<file path="config.mk">
export PLATFORM = sky130hd
export DESIGN_NAME = uart_tx_queue
export DESIGN_NICKNAME = d
export VERILOG_FILES = /design/src/rtl/uart_tx_queue.sv
export SDC_FILE = /design/constraint.sdc
export NUM_CORES = 1
export LEC_CHECK = 0
export CORE_MARGIN = 2
export CORE_UTILIZATION = 59
export CTS_CLUSTER_DIAMETER = 30
export CTS_CLUSTER_SIZE = 8
export DETAILED_ROUTE_END_ITERATION = 16
export MAX_ROUTING_LAYER = met4
export PLACE_DENSITY_LB_ADDON = 0.1
export SYNTH_ARGS = -nofsm -noshare
export SYNTH_HDL_FRONTEND = slang
export SYNTH_SLANG_ARGS = --single-unit
</file>
<file path="constraint.sdc">
create_clock -name clk -period 3.37 [get_ports clk]
set_input_delay 1.011 -clock clk [delete_from_list [all_inputs] [get_ports clk]]
set_output_delay 1.011 -clock clk [all_outputs]
set_load 0.02 [all_outputs]
</file>
<file path="src/rtl/uart_tx_queue.sv">
// rtl/uart_tx_queue.sv - byte FIFO and one-at-a-time issue sequencer feeding the UART transmitter
// Optional UART_TXQ_OVFCNT_EN adds a saturating dropped-byte counter output ovf_count.
module uart_tx_queue #(
  parameter int DEPTH = 16,
  localparam int AW = $clog2(DEPTH)
) (
  input  logic          clk,
  input  logic          rst,
  input  logic          wr_en,
  input  logic [7:0]    wr_data,
  output logic          full,
  output logic          empty,
  output logic [AW:0]   level,
  output logic          overflow,
  output logic          txq_newd,
  output logic [7:0]    txq_data,
  input  logic          tx_done,
  output logic          busy
`ifdef UART_TXQ_OVFCNT_EN
  ,
  output logic [7:0]    ovf_count
`endif
);

  typedef enum logic [1:0] {ST_IDLE, ST_SEND, ST_DRAIN} state_t;

  localparam logic [AW:0] FULL_LVL = (AW+1)'(DEPTH);

  state_t        r_state;
  state_t        w_state_nxt;
  logic [7:0]    r_mem [DEPTH];
  logic [AW-1:0] r_wr_ptr;
  logic [AW-1:0] r_rd_ptr;
  logic [AW:0]   r_level;
  logic          r_newd;
  logic          w_newd_nxt;
  logic [7:0]    r_data;
  logic [7:0]    w_data_nxt;
  logic          r_overflow;
  logic          w_full;
  logic          w_push;
  logic          w_drop;
  logic          w_pop;

  // Full is judged on start-of-cycle level, so a same-cycle pop never admits a write.
  assign w_full = (r_level == FULL_LVL);
  assign w_push = wr_en && !w_full;
  assign w_drop = wr_en && w_full;

  always_comb begin
    w_state_nxt = r_state;
    w_newd_nxt  = r_newd;
    w_data_nxt  = r_data;
    w_pop       = 1'b0;
    case (r_state)
      ST_IDLE: begin
        if (r_level != '0) begin
          w_state_nxt = ST_SEND;
          w_newd_nxt  = 1'b1;
          w_data_nxt  = r_mem[r_rd_ptr];
        end
      end
      ST_SEND: begin
        if (tx_done) begin
          w_state_nxt = ST_DRAIN;
          w_newd_nxt  = 1'b0;
          w_pop       = 1'b1;
        end
      end
      ST_DRAIN: begin
        // One done level must be seen to fall before the next byte can be acknowledged.
        if (!tx_done) begin
          w_state_nxt = ST_IDLE;
        end
      end
      default: begin
        w_state_nxt = ST_IDLE;
        w_newd_nxt  = 1'b0;
      end
    endcase
  end

  always_ff @(posedge clk) begin
    if (rst) begin
      r_state    <= ST_IDLE;
      r_newd     <= 1'b0;
      r_data     <= 8'h00;
      r_wr_ptr   <= '0;
      r_rd_ptr   <= '0;
      r_level    <= '0;
      r_overflow <= 1'b0;
    end else begin
      r_state    <= w_state_nxt;
      r_newd     <= w_newd_nxt;
      r_data     <= w_data_nxt;
      r_overflow <= w_drop;
      if (w_push) begin
        r_wr_ptr <= r_wr_ptr + 1'b1;
      end
      if (w_pop) begin
        r_rd_ptr <= r_rd_ptr + 1'b1;
      end
      if (w_push && !w_pop) begin
        r_level <= r_level + 1'b1;
      end else if (!w_push && w_pop) begin
        r_level <= r_level - 1'b1;
      end
    end
  end

  always_ff @(posedge clk) begin
    if (!rst && w_push) begin
      r_mem[r_wr_ptr] <= wr_data;
    end
  end

`ifdef UART_TXQ_OVFCNT_EN
  logic [7:0] r_ovf_count;

  always_ff @(posedge clk) begin
    if (rst) begin
      r_ovf_count <= 8'h00;
    end else if (w_drop && (r_ovf_count != 8'hFF)) begin
      r_ovf_count <= r_ovf_count + 8'h01;
    end
  end

  assign ovf_count = r_ovf_count;
`endif

  assign full     = w_full;
  assign empty    = (r_level == '0);
  assign level    = r_level;
  assign overflow = r_overflow;
  assign txq_newd = r_newd;
  assign txq_data = r_data;
  assign busy     = (r_state != ST_IDLE);

endmodule

</file>
### Yosys cells after proc, flatten, opt, wreduce, memory -nomap -nowiden

Memories as Yosys holds them, arrays and structs flattened. A register that Yosys moved wholly into a read port is not among the register bits.
Index checks and enable logic that the tools add are counted.

| word-level totals | value |
|---|---|
| logic and storage cells | 48 |
| memories | 1 |
| RAM bits | 128 |
| input bits | 12 |
| register bits after elaboration | 17 |
| output and inout port bits | 18 |

Memory list:

| name | words | bits a word | rd ports | clocked after memory_dff | write ports | line | RTL |
|---|---|---|---|---|---|---|---|
| r_mem | 16 | 8 | 1 | 1 | 1 | 31 | `logic [7:0] r_mem [DEPTH];` |

| cells by class | value |
|---|---|
| mux-type cells | 13 |
| $add $sub $neg | 4 |
| bitwise logic cells | 1 |
| eq/ne operators | 6 |
| reductions and logical operators | 17 |

Operators with widths:

| cell | count |
|---|---|
| 5-bit two-way mux | 2 |
| 4-bit by 1-bit adder with 4-bit output, second input constant | 2 |
| 1-bit two-way mux | 6 |
| 2-bit two-way mux | 3 |
| 2-bit != test, second input constant | 3 |
| 2-bit case mux with 3 select lines | 1 |
| 3-bit AND reduction | 2 |
| 5-bit by 1-bit adder with 5-bit output, second input constant | 1 |
| 5-bit equality test, second input constant | 1 |
| 1-bit logical AND | 5 |
| 5-bit logical NOT | 1 |
| 5-bit nonzero test | 1 |
| 5-bit by 1-bit subtractor with 5-bit output, second input constant | 1 |
| 1-bit logical NOT | 4 |
| 2-bit nonzero test | 2 |
| 1-bit case mux with 3 select lines | 1 |
| 2-bit by 1-bit equality test with 1-bit output, second input constant | 1 |
| 2-bit equality test, second input constant | 1 |
| 2-bit logical NOT | 1 |
| 2-bit AND reduction | 1 |
| 1-bit NOT | 1 |

### Logic depth before layout (Yosys ltp)

Gate-level depths: netlist of run 1.

| depth | value |
|---|---|
| depth in word-level cells | 7 |
| mapped depth | 11 |
| gate-level depth less buffers | 11 |

### Least setup slack after synthesis of run 1

OpenSTA, ideal clock, no wires.

| path | value |
|---|---|
| path type | input to register |
| start point | input port tx_done |
| end point | register r_level[4], in the netlist level[4] |
| library setup time | 0.121 ns |
| path buffers | 0 |
| cell stages on the path | 10 |
| data arrival time | 2.833 ns |
| slack | 0.416 ns |
| cells stage by stage | nand2_1 -> nor2_1 -> inv_1 -> ha_1 -> inv_1 -> ha_1 -> a21o_1 -> a21oi_1 -> mux2i_1 -> mux2_2 |

| on the way | value |
|---|---|
| word-level cells in the longest chain between the ends | 5 |
| elaborated cells on any way between the ends | 7 |
| those cells by class | 3 x mux; 4 x reduce/logical |

RTL lines:

| item | line | RTL |
|---|---|---|
| start: declaration | 17 | `input logic tx_done,` |
| 1-bit two-way mux * | 64 | `if (tx_done) begin` |
| 1-bit two-way mux * | 55 | `case (r_state)` |
| 1-bit logical NOT | 103 | `if (w_push && !w_pop) begin` |
| 1-bit logical AND | 103 |  |
| 5-bit two-way mux or 2-bit nonzero test (tied branches) | - |  |
| end signal: assignment | 104 | `r_level <= r_level + 1'b1;` |
| end signal: assignment | 106 | `r_level <= r_level - 1'b1;` |
| end: declaration | 34 | `logic [AW:0] r_level;` |

Every way passes the cells marked *; elsewhere a longest branch is shown, timed or not.
A chain may end at the register's enable or synchronous reset.

### Worst setup path after layout of run 1

| path | value |
|---|---|
| start point | register r_level[0], in the netlist level[0] |
| end point | output port empty |

| on the way | value |
|---|---|
| word-level cells in the longest chain between the ends | 1 |

RTL lines:

| item | line | RTL |
|---|---|---|
| 5-bit logical NOT | 132 | `assign empty = (r_level == '0);` |
| end: declaration | 12 | `output logic empty,` |

No other way between the ends.

==> summary.md, run 1 <==
| Metric | Value |
|---|---|
| Dpl cell area | 6650 µm² |
| Worst skew pair latency | 0.53 ns |
| CTS Buf Count | 17 |
| Final core occ | 71.2% |
| Port Buffers | 29 |
| Total power | 5.30 mW |
| Final worst-path cycle share | 96.1% |
| Starting density of the core | 59.9% |
| Worst hold path type | flop to flop |
| Syn avg cell area | 16.1 µm² |
| CTS tree | yes |
| Synthesized net count | 403 |
| Post-synthesis sequential element count | 153 |
| Die Wd | 106 µm |
| Total Nets Final | 453 |
| Leak | 2.37 nW |
| Mapped Cells | 380 |
| Area of the multi-input gates | 1640 µm² |
| DR pass1 iterations | 4 |
| Setup CP Type | flop to output port |
| N_diodes | 0 |
| DR iter-0 viols | 295 |
| Share of cells above drive strength 1 | 17.4% |
| Final antenna-violating net count | 0 |
| Fill cell count | 650 |
| Number of global-route vias before repair | 3,266 |
| Max-slew violation count | 0 |
| Post-synth top flop | edfxtp_1 |
| Area contributors post-synth | edfxtp_1 63%, dfxtp_1 8.2%, mux4_2 5.9% |
| Max clock buf depth | 2 |
| Sequential cell area | 4350 µm² |
| Core area | 10,200 µm² |
| Final wirelength | 12,000 µm |
| Slack of the critical path | 0.132 ns |
| Pre-CTS WS | 0.00358 ns |
| DR DRC count | 0 |
| Most frequent cell after synthesis | edfxtp_1 |
| Final setup vio count | 0 |
| Sequential-to-total area share from yosys stat | 71.2% |
| CP required | 2.36 ns |
| DR WL/cell | 20.7 µm |
| FF-to-FF setup slack | 0.84 ns |
| Crit end category | output port |
| Crit path arrival time | 2.23 ns |
| Global route overflow | 0 |
| Max-cap check violation count | 0 |
| EDFF count, synth | 128 |
| Slew Limit Headroom | 47.8% |
| Met1 global-route usage | 32.7% |
| Met3 Use GR | 6.25% |
| CTS H-tree depth | 4 |
| IO Pins | 30 |
| Worst-path fanout max | 6 |
| Clock slew at reported path FFs | 0.06 ns |
| RSZ-0062 raised after global routing | false |
| Root buf cell | clkbuf_8 |
| Via count | 3,351 |
| First-pass GRT wire length | 18,600 µm |
| Final GP Congestion | 0.804 |
| Post-route design area | 7250 µm² |
| Distinct cells, synth | 41 |
| Async SR Flop Fraction | 0% |
| Total number of yosys warnings | 0 |
| Crit path capture | empty |
| Post-CTS Setup Repair Bufs | 0 |
| Largest net degree at the start of global routing | 27 |
| VDD IR-drop max | 491 µV |
| CP Launch Type | flop |
| Synth area leader | edfxtp_1 |
| Area Overhead vs Synth | 18.8% |
| Initial antenna violation count | 0 |
| P per Cell Area | 732 nW/µm² |
| Synth top area share | 63.0% |
| F_max | 309 MHz |
| Most used routing layer | met2 |
| R2R Path Start | level[0] |
| Vias per std cell | 5.79 |
| GRT Overall Usage | 24.1% |
| Cells on worst reg2reg path | 9 |
| R2R Path End | level[4] |
| Sum Neg Setup Slack | 0 ns |
| GR Util met2 | 35.5% |
| DP Wirelength | 7410 µm |
| Setup Skew | 0.00558 ns |
| Worst Max-Slew Pin Slew | 0.783 ns |
| Die height | 106 µm |
| Critical Path Start | level[0] |
| Minimum clock period | 3.24 ns |
| Mapped cell area | 6100 µm² |
| Status | completed |
| Placement row count | 37 |
| Final hold violation count | 0 |
| Die Footprint | 11,200 µm² |
| Post-synth top cells | 128 x edfxtp_1, 48 x nor2_1, 34 x mux2i_1 |
| CTS sink count | 153 |
## worst max-delay path, cell delays in order, from the launching register on
cell and delay (ns):
dfxtp_1 0.38, or4_4 0.60, nor2_4 0.11, clkdlybuf4s50_1 0.60
## layer usage
metal  routed length, µm  up-vias
li1                    -     1552
met1                5390     1685
met2                5740       97
met3                 570       17
met4                 263        0
met5                   0        -
## kinds of logic after synthesis
kind of cell,after synthesis,synth area share [%]
fa+ha+maj,11,2.38
simple gates,85,6.36
mux,51,11.7
xor+xnor,10,1.44
buf+inv,27,1.99
flops,153,71.2
compound gates,43,4.96
## metrics by stage
stage | hold slack, ns | std cells
2_1_floorplan | 0.471 | 380
5_1_grt | 0.512 | 579
6_report | 0.483 | 579
3_5_place_dp | 0.475 | 547
4_1_cts | 0.489 | 579
3_3_place_gp | 0.472 | 547
## worst min-delay path by stage
| stage | slack, ns | startpoint | cells after the start | end |
|---|---|---|---|---|
| final | 0.48 | txq_newd | 2 | txq_newd |
| after global routing | 0.51 | txq_newd | 2 | txq_newd |
| after CTS | 0.49 | txq_newd | 2 | txq_newd |
| after detailed placement | 0.47 | txq_newd | 2 | txq_newd |
| after global placement | 0.47 | txq_newd | 2 | txq_newd |
| after floorplan | 0.47 | r_state[1] | 1 | r_state[0] |
## registers in the layout, indices dropped and copies added, names as in the netlist
| name | cells |
|---|---|
| txq_data | 8 |
| txq_newd | 1 |
| r_mem | 128 |
| r_rd_ptr | 4 |
| r_state | 2 |
| level | 5 |
| r_wr_ptr | 4 |
| overflow | 1 |
## what timing repair did
| action | in CTS | in global routing |
|---|---|---|
| hold buffers | 0 | 0 |
| resized for setup | 0 | 1 |
| endpoints found under the setup margin | 0 | 1 |
## where the power goes
part	switching (mW)	internal (mW)	leakage, nW	total, mW
sequential	0.110	2.17	1.36	2.28
combinational	0.629	0.523	0.727	1.15
clock	0.721	1.15	0.283	1.88
## area by class of cell
type                    instances  area share, %
inverters                       7          0.362
clock inverters                 9           1.55
well taps                     136           2.35
flip-flops and latches        153           59.9
repair buffers                 51           6.45
multi-input cells             200           22.6
clock buffers                  23           6.71
## cells in the final DEF, fill, tap and decap left out, types with 2 or more instances in the layout
master             n
clkinvlp_4         4
buf_4             21
a21oi_1            7
xnor2_1            3
xor2_1             7
dfxtp_1           24
ha_1              10
mux4_2            16
edfxtp_1         128
nand3_1            2
a311oi_1           7
clkbuf_16         16
nand2b_1           2
nor2_1            48
o22ai_1           16
bufinv_16          2
clkbuf_8           6
mux2i_1           34
nand4_1            2
nor3_1             5
nand2_1           12
nor2b_1            4
clkdlybuf4s50_1   29
inv_1              7
a22oi_1            8
No activity file was read; power rests on OpenSTA's default activity.
==> inputs of run 2 (changes only) <==
CORE_MARGIN = default   (was 2)
==> run 2 against run 1 <==
Compared with the run above: wire length is 0.54% lower; count of clock-buffer cells in the layout is 2 lower; flip-flop and latch count stayed put; final area is 0.19% lower; register-to-register slack better by 0.06 ns; global-route usage is 0.49 points higher; critical path type unchanged; critical endpoint unchanged.
==> summary.md, run 2 (synthesis gave the netlist of run 1 again) <==
| Metric | Value |
|---|---|
| Status | completed |
| Initial antenna violation count | 0 (unchanged) |
| Starting density of the core | 61.6% (+1.7 points) |
| Final hold violation count | 0 (unchanged) |
| Sum Neg Setup Slack | 0 ns (unchanged) |
| Total Nets Final | 456 (+0.66%) |
| Crit path arrival time | 2.20 ns (-0.03 ns) |
| Core area | 9910 µm² (-2.7%) |
| Sequential cell area | 4350 µm² (unchanged) |
| IO Pins | 30 (unchanged) |
| Die Wd | 104 µm (-1.9%) |
| Int Power | 3.82 mW (-0.63%) |
| RSZ-0062 raised after global routing | false |
| Setup CP Type | flop to output port |
| F_max | 311 MHz (+0.71%) |
| Max clock buf depth | 2 (unchanged) |
| Setup Skew | 0.00463 ns (-0.000947 ns) |
| CP required | 2.36 ns (about the same) |
| Vias per std cell | 5.95 (+2.8%) |
| GRT Overall Usage | 24.6% (+0.49 points) |
| DR DRC count | 0 (unchanged) |
| DR pass1 iterations | 5 (+1) |
| Die Footprint | 10,800 µm² (-3.7%) |
| DR iter-0 viols | 322 (+9.2%) |
| Max-slew violation count | 0 (unchanged) |
| CP Launch Type | flop |
| Most frequent cells in the layout | 128 x edfxtp_1, 48 x nor2_1, 34 x mux2i_1 |
| Worst skew pair latency | 0.52 ns (about the same) |
| Final wirelength | 11,900 µm (-0.54%) |
| DP Wirelength | 7600 µm (+2.5%) |
| Minimum clock period | 3.21 ns (-0.0228 ns) |
| Register share of total power | 43.2% (+0.3 points) |
| Worst-path fanout max | 6 (unchanged) |
| Final antenna-violating net count | 0 (unchanged) |
| CTS Buf Count | 17 (unchanged) |
| Clock slew at reported path FFs | 0.06 ns (about the same) |
| First-pass GRT wire length | 18,600 µm (about the same) |
| Worst Max-Slew Pin Slew | 0.688 ns (-0.0956 ns) |
| Total power | 5.26 mW (-0.88%) |
| Final worst-path cycle share | 95.4% (-0.68 points) |
| Most common cell after layout, fill and taps aside | edfxtp_1 |
| Crit end category | output port |
| Share of cells above drive strength 1 | 17.3% (-0.12 points) |
| DR WL/cell | 20.5 µm (-0.54%) |
| Port Buffers | 29 (unchanged) |
| Leak | 2.38 nW (+0.29%) |
| Net Sw Power | 1.44 mW (-1.5%) |
| VDD IR-drop max | 481 µV (-2.0%) |
| CTS hold repair buffers | 0 (unchanged) |
| Final core occ | 73.0% (+1.8 points) |
| Number of global-route vias before repair | 3,488 (+6.8%) |
| Area Overhead vs Synth | 18.6% |
| Placement row count | 36 (-2.7%) |
| Final setup vio count | 0 (unchanged) |
| Slew Limit Headroom | 54.0% (+6.2 points) |
| Worst hold path type | flop to flop |
| Biggest register | r_mem |
| CTS tree | yes |
| N_diodes | 0 (unchanged) |
| Sw Ratio | 27.4% (-0.18 points) |
| Root buf cell | clkbuf_8 |
| Via count | 3,444 (+2.8%) |
| Die height | 104 µm (-1.9%) |
| P per Cell Area | 727 nW/µm² (-0.69%) |
| Area of the multi-input gates | 1640 µm² (unchanged) |
| Largest net degree at the start of global routing | 27 (unchanged) |
| CTS sink count | 153 (unchanged) |
| CTS H-tree depth | 4 (unchanged) |
| Fill cell count | 655 (+0.77%) |
| Final GP Congestion | 0.812 (+1.1%) |
| Combinational power share | 21.9% (+0.2 points) |
| Clock power share | 34.9% (-0.5 points) |
| Max-cap check violation count | 0 (unchanged) |
| Global route overflow | 0 (unchanged) |
| Max reg flops | 128 (unchanged) |
==> run 2: cell types whose count changed in the layout (fill, tap and decap cells not counted), sizes merged <==
cell,before,now
buf,22,25
bufinv,2,3
clkbuf,23,21
clkinv,2,6
clkinvlp,4,2
inv,8,7
==> run 2: critical path, stage by stage (launching register included) <==
cell and delay, ns:
dfxtp_1 0.37, or4_4 0.59, nor2_4 0.11, clkdlybuf4s50_1 0.60
==> run 2: worst paths after layout <==
path / start / end / slack (ns) / cells past startpoint
setup / recovery: level[0] / empty / 0.16 / 3
hold / removal: txq_newd / txq_newd / 0.48 / 2
setup reg to reg: level[0] / level[4] / 0.90 / 9
hold reg to reg: txq_newd / txq_newd / 0.48 / 2
==> run 2: per-stage QoR <==
stage	hold WS, ns	std cells	area, µm²	worst slack, ns
finish	0.485	579	7240	0.155
global route	0.533	579	7240	0.0688
CTS	0.493	579	7230	0.142
detailed placement	0.477	547	6650	0.00738
global placement	0.471	547	6650	0.0644
floorplan	0.471	380	6100	0.416
==> run 2: power by group through the flow <==
stage	Sequential (mW)	Combinational (mW)	Clock [mW]
after floorplan	2.37	0.700	0
after global placement	2.30	1.12	0
after detailed placement	2.31	1.15	0
after CTS	2.27	1.16	1.86
after global routing	2.29	1.26	1.93
final	2.27	1.15	1.84
==> run 2: what timing repair did <==
| action | CTS | global route |
|---|---|---|
| endpoints found under the setup margin | 0 | 1 |
| setup buffers | 0 | 0 |
| gates resized for setup | 0 | 1 |
==> run 2: metal layers <==
metal | vias up | global-route usage (%) | share of wire, %
met5 | - | - | 0
li1 | 1568 | - | -
met4 | 0 | 8.57 | 1.3
met3 | 12 | 5.60 | 6.1
met1 | 1723 | 32.7 | 44
met2 | 141 | 37.9 | 49
==> run 2: area by class of cell <==
type | count | area share, %
multi-input cells | 200 | 22.7
flip-flops and latches | 153 | 60.0
repair buffers | 54 | 6.60
inverters | 7 | 0.363
clock inverters | 11 | 2.07
well taps | 133 | 2.30
clock buffers | 21 | 5.93
